$ cat config.mk
export PLATFORM = sky130hd
export DESIGN_NAME = tmp_reg_arbiter
export DESIGN_NICKNAME = d
export VERILOG_FILES = /design/src/rtl/tmp_reg_arbiter.sv
export SDC_FILE = /design/constraint.sdc
export NUM_CORES = 1
export LEC_CHECK = 0
export ABC_AREA = 1
export CORE_ASPECT_RATIO = 0.75
export CORE_MARGIN = 1
export CORE_UTILIZATION = 54
export DETAILED_ROUTE_END_ITERATION = 7
export PLACE_DENSITY_LB_ADDON = 0.1
export SETUP_SLACK_MARGIN = 0.05
export SYNTH_ARGS = -nofsm -noshare
export SYNTH_HDL_FRONTEND = slang
export SYNTH_SLANG_ARGS = --single-unit
$ cat constraint.sdc
create_clock -name Clk -period 2.4 [get_ports Clk]
set_clock_uncertainty 0.15 [all_clocks]
set_input_delay 0.24 -clock Clk [delete_from_list [all_inputs] [get_ports Clk]]
set_output_delay 0.24 -clock Clk [all_outputs]
set_load 0.005 [all_outputs]
$ cat src/rtl/tmp_reg_arbiter.sv
// TMP10X register file and arbiter: shares four sensor registers between the
// I2C slave (async byte strobes) and the conversion side, and drives Alert.

module tmp_edge_sync (
    input  logic clk,
    input  logic rst,
    input  logic din,
    output logic evt
);
    logic [2:0] sync;

    // Two metastability flops, a delay flop, then a registered rising-edge pulse
    always_ff @(posedge clk or posedge rst) begin
        if (rst) begin
            sync <= 3'b000;
            evt  <= 1'b0;
        end else begin
            sync <= {sync[1:0], din};
            evt  <= sync[1] & ~sync[2];
        end
    end
endmodule

module tmp_reg_arbiter #(
    parameter int                       ADDRESSLENGTH = 7,
    parameter logic [ADDRESSLENGTH-1:0] DEVADDR       = 7'h48
) (
    input  logic                     Clk,
    input  logic                     Reset,
    input  logic [ADDRESSLENGTH-1:0] DirectionBuffer,
    output logic                     HaveAddress,
    input  logic                     I2cStart,
    input  logic                     I2cStrobe,
    input  logic                     RorW,
    input  logic [7:0]               InputBuffer,
    output logic [7:0]               OutputBuffer,
    input  logic                     SensReq,
    input  logic [7:0]               SensData,
    output logic                     SensAck,
    output logic                     Alert
);
    typedef enum logic [1:0] {
        S_IDLE,
        S_I2C,
        S_SENS
    } state_t;

    state_t          state, state_nxt;
    logic [3:0][7:0] regs;
    logic [1:0]      ptr;
    logic            first_byte;
    logic            pending;
    logic            raw_alert, raw_nxt;
    logic            start_evt, strobe_evt;

    assign HaveAddress = (DirectionBuffer == DEVADDR);

    tmp_edge_sync u_start_sync (
        .clk (Clk),
        .rst (Reset),
        .din (I2cStart),
        .evt (start_evt)
    );

    tmp_edge_sync u_strobe_sync (
        .clk (Clk),
        .rst (Reset),
        .din (I2cStrobe),
        .evt (strobe_evt)
    );

    // I2C always wins over the conversion side
    always_comb begin
        state_nxt = state;
        case (state)
            S_IDLE: begin
                if (strobe_evt || pending) state_nxt = S_I2C;
                else if (SensReq)          state_nxt = S_SENS;
            end
            S_I2C:   state_nxt = S_IDLE;
            S_SENS:  state_nxt = S_IDLE;
            default: state_nxt = S_IDLE;
        endcase
    end

    // Thermostat hysteresis, signed compare against TOS (reg3) and THYST (reg2)
    always_comb begin
        raw_nxt = raw_alert;
        if (state == S_SENS) begin
            if ($signed(SensData) >= $signed(regs[3]))     raw_nxt = 1'b1;
            else if ($signed(SensData) < $signed(regs[2])) raw_nxt = 1'b0;
        end
    end

    always_ff @(posedge Clk or posedge Reset) begin
        if (Reset) begin
            state <= S_IDLE;
        end else begin
            state <= state_nxt;
        end
    end

    always_ff @(posedge Clk or posedge Reset) begin
        if (Reset) begin
            regs         <= {8'h50, 8'h4B, 8'h00, 8'h00};
            ptr          <= 2'd0;
            first_byte   <= 1'b1;
            pending      <= 1'b0;
            raw_alert    <= 1'b0;
            Alert        <= 1'b0;
            SensAck      <= 1'b0;
            OutputBuffer <= 8'h00;
        end else begin
            OutputBuffer <= regs[ptr];
            SensAck      <= (state == S_SENS);
            raw_alert    <= raw_nxt;
            Alert        <= raw_nxt ^ regs[1][2];

            // One strobe may arrive while busy; it is served on the next IDLE
            if (state != S_IDLE && strobe_evt) pending <= 1'b1;
            else if (state == S_IDLE)          pending <= 1'b0;

            case (state)
                S_I2C: begin
                    if (RorW) begin
                        if (first_byte) begin
                            ptr        <= InputBuffer[1:0];
                            first_byte <= 1'b0;
                        end else begin
                            // TEMP is read-only from the bus
                            if (ptr != 2'd0) regs[ptr] <= InputBuffer;
                            ptr <= ptr + 2'd1;
                        end
                    end else begin
                        ptr <= ptr + 2'd1;
                    end
                end
                S_SENS: regs[0] <= SensData;
                default: ;
            endcase

            // Start takes effect after any concurrent I2C access so it wins
            if (start_evt) first_byte <= 1'b1;
        end
    end
endmodule

==> key figures <==
Run status
  • Outcome: finished, violations left
  • Failing checks: DRC

Timing
  • Slew margin rel.: 76.5%
  • Setup Total Neg Slack: 0 ns
  • Period minus WS final: 1.91 ns
  • Max Clk Rate: 525 MHz
  • RSZ-0062 raised after global routing: no
  • Fin. Hold Viols: 0
  • Final-report setup violation count: 0
  • Final hold slack: 0.114 ns
  • Pins Over Slew Limit: 0
  • Worst slew pin tran: 0.351 ns
  • Final period utilization: 79.4%

Placed design
  • HPWL after DPL: 4070 um
  • Post-DP Area: 3180 um2
  • RePlAce Congestion: 0.901
  • Number of port buffers: 39

Clock tree
  • Worst-case clock buffer depth: 2
  • H-tree depth: 3
  • TritonCTS clock tree: done
  • Cts repair resizes: 0
  • CTS clock-pin slew for the worst setup and hold paths: 0.07 ns
  • Root Buffer: clkbuf_8
  • TritonCTS Buffers: 9
  • # Post-CTS Setup Buffers: 0
  • Clock latency at the later pin of the worst-skew pair: 0.35 ns
  • Clock Sinks: 57
  • Hold-fix buffers, CTS: 0

Logic synthesis
  • Average cell area after synthesis: 8.98 um2
  • Synthesized Nets: 351
  • Distinct cells, synth: 26
  • Warnings from Yosys: 0
  • Area of the mapped netlist: 2720 um2
  • Mapped Cells: 303
  • FF+latch count, synth: 57
  • Sequential share of the synthesized area: 52.8%

Setup path
  • CP Class: in2out
  • CP Launch Type: primary input
  • R2R Path Start: regs[19]
  • End of the worst register-to-register path: Alert
  • Reg2Reg Depth: 12
  • Cell breakdown of the critical path: clkdlybuf4s50_1, nand2_1, nor4_1, clkdlybuf4s50_1
  • Setup crit end kind: primary output
  • Slowest CP cell: clkdlybuf4s50_1
  • CP Max Fanout: 1
  • CP Data Arrival Time: 1.52 ns
  • CP required: 2.01 ns
  • CP max stage delay: 0.56 ns
  • Worst R2R Setup Slack: 0.55 ns
  • Most frequent CP cell: clkdlybuf4s50_1

Die
  • Die H: 63.5 um
  • Die area: 5330 um2
  • Core ar.: 4650 um2
  • Row count: 21
  • Initial core utilization: 58.5%
  • Number of I/O pins: 40
  • Die X: 84.0 um

Layout
  • # nets final: 399
  • N_diodes: 0
  • Final instance area: 3410 um2
  • Layout area overhead: 25.5%
  • Share of cells above drive strength 1: 12.6%

Global route
  • GRT Residual Overflow: 0
  • First-pass GRT wire length: 9540 um
  • Maximum number of pins on one net before global-route repair: 58
  • Initial antenna violation count: 0
  • Total track usage: 24.6%
  • Number of global-route vias before repair: 1969

Routing
  • Drt pass-1 iters: 7
  • Drc violations: 6
  • Vias/cell: 5.20
  • Routed length per placed instance: 14.2 um
  • Vias: 2148
  • Antenna viol nets, final: 0
  • Total routed wirelength: 5850 um
  • DRT iter0 DRCs: 151

Power
  • Worst vdd ir: 0.616 mV
  • Power, Total: 0.00390 W
  • Pwr dens: 1140 nW/um2
  • Leakage power: 1.63 nW

Min path
  • Hold Path Class: in2async

Run
  • Number of max-cap violations: 0
-- cell usage in the layout, fill, tap and decap left out, drive strengths merged --
master          n
nor4            1
buf             6
a22oi           1
nor3            1
nor2           25
nand3b          1
nand4           1
clkbuf         12
clkdlybuf4s50  39
a21oi          10
dfstp           7
clkinvlp        1
ha             19
nand2          79
inv            39
a21o            1
nand3           6
o21ai          44
dfrtp          50
o22ai           7
bufinv          2
clkinv          3
o21a            1
-- final cells by class --
class / count / area [um2]
fillers: 330 / 1240
flip-flops and latches: 57 / 1440
repair buffers: 45 / 448
inverters: 41 / 154
clock inverters: 4 / 76.3
well taps: 57 / 71.3
clock buffers: 12 / 155
multi-input cells: 197 / 1070
-- state kept, by name, indices dropped and copies added (netlist names), 2 cells and up --
signal / cells
u_strobe_sync.sync: 3
ptr: 2
OutputBuffer: 8
regs: 32
u_start_sync.sync: 3
state: 2
-- through the flow --
stage	std cells	setup WS (ns)	util [%]
detailed placement	397	0.343	68.4
CTS	413	0.487	73.4
finish	413	0.494	73.4
global placement	397	0.392	68.4
global route	413	0.358	73.4
floorplan	303	0.422	-
-- logic make-up (layout without fill, tap and decap cells) --
logic type | after synthesis | after routing | share of synthesized area, %
buf+inv | 49 | 102 | 7.73
simple gates | 114 | 114 | 17.3
fa+ha+maj | 19 | 19 | 8.74
flops | 57 | 57 | 52.8
compound gates | 64 | 64 | 13.5
-- cell usage after synthesis --
library cell,number,area [um2]
inv_2,1,3.75
o21ai_0,20,100
nor3_4,1,16.3
buf_2,2,10.0
nor2_1,25,93.8
a21oi_1,10,50.1
o22ai_1,7,43.8
clkbuf_1,2,7.51
clkinv_1,2,7.51
dfrtp_1,50,1250
o21a_1,1,7.51
nand3b_1,1,7.51
inv_1,38,143
clkbuf_2,1,5.00
nand2_1,74,278
nor4_1,1,6.26
nand2_2,5,31.3
a22oi_1,1,7.51
a21o_2,1,8.76
ha_1,19,238
o21ai_2,8,70.1
dfstp_2,7,184
buf_6,3,33.8
nand3_1,6,30.0
nand4_1,1,6.26
o21ai_1,16,80.1
-- per-layer routing --
| metal | vias to the layer above | GRT usage (%) | part of all wire, % |
|---|---|---|---|
| met4 | 0 | 7.54 | 1.4 |
| met5 | - | 0 | 0 |
| li1 | 1073 | - | - |
| met2 | 62 | 33.0 | 42 |
| met1 | 1005 | 35.1 | 50 |
| met3 | 8 | 11.7 | 7.0 |
-- worst max-delay path: cells and delay by family --
family                 cells  cell delay [ns]
buffers and inverters      2             1.01
and+or+nand+nor            2             0.27
-- how the worst max path moves through the flow --
stage	startpoint	end	slack, ns	cells past startpoint
global route	DirectionBuffer[4]	HaveAddress	0.36	5
CTS	DirectionBuffer[3]	HaveAddress	0.49	4
global placement	SensData[5]	Alert	0.39	12
floorplan	ptr[0]	regs[15]	0.42	9
detailed placement	SensData[5]	Alert	0.34	12
finish	DirectionBuffer[3]	HaveAddress	0.49	4
-- power breakdown --
part / leakage, nW / switching [W] / total [W] / internal (W)
logic: 0.802 / 0.000720 / 0.00132 / 0.000597
registers: 0.714 / 0.000224 / 0.00155 / 0.00132
clock network: 0.113 / 0.000393 / 0.00104 / 0.000643
total: 1.63 / 0.00134 / 0.00390 / 0.00256
Power figures use the tool's default switching activity.
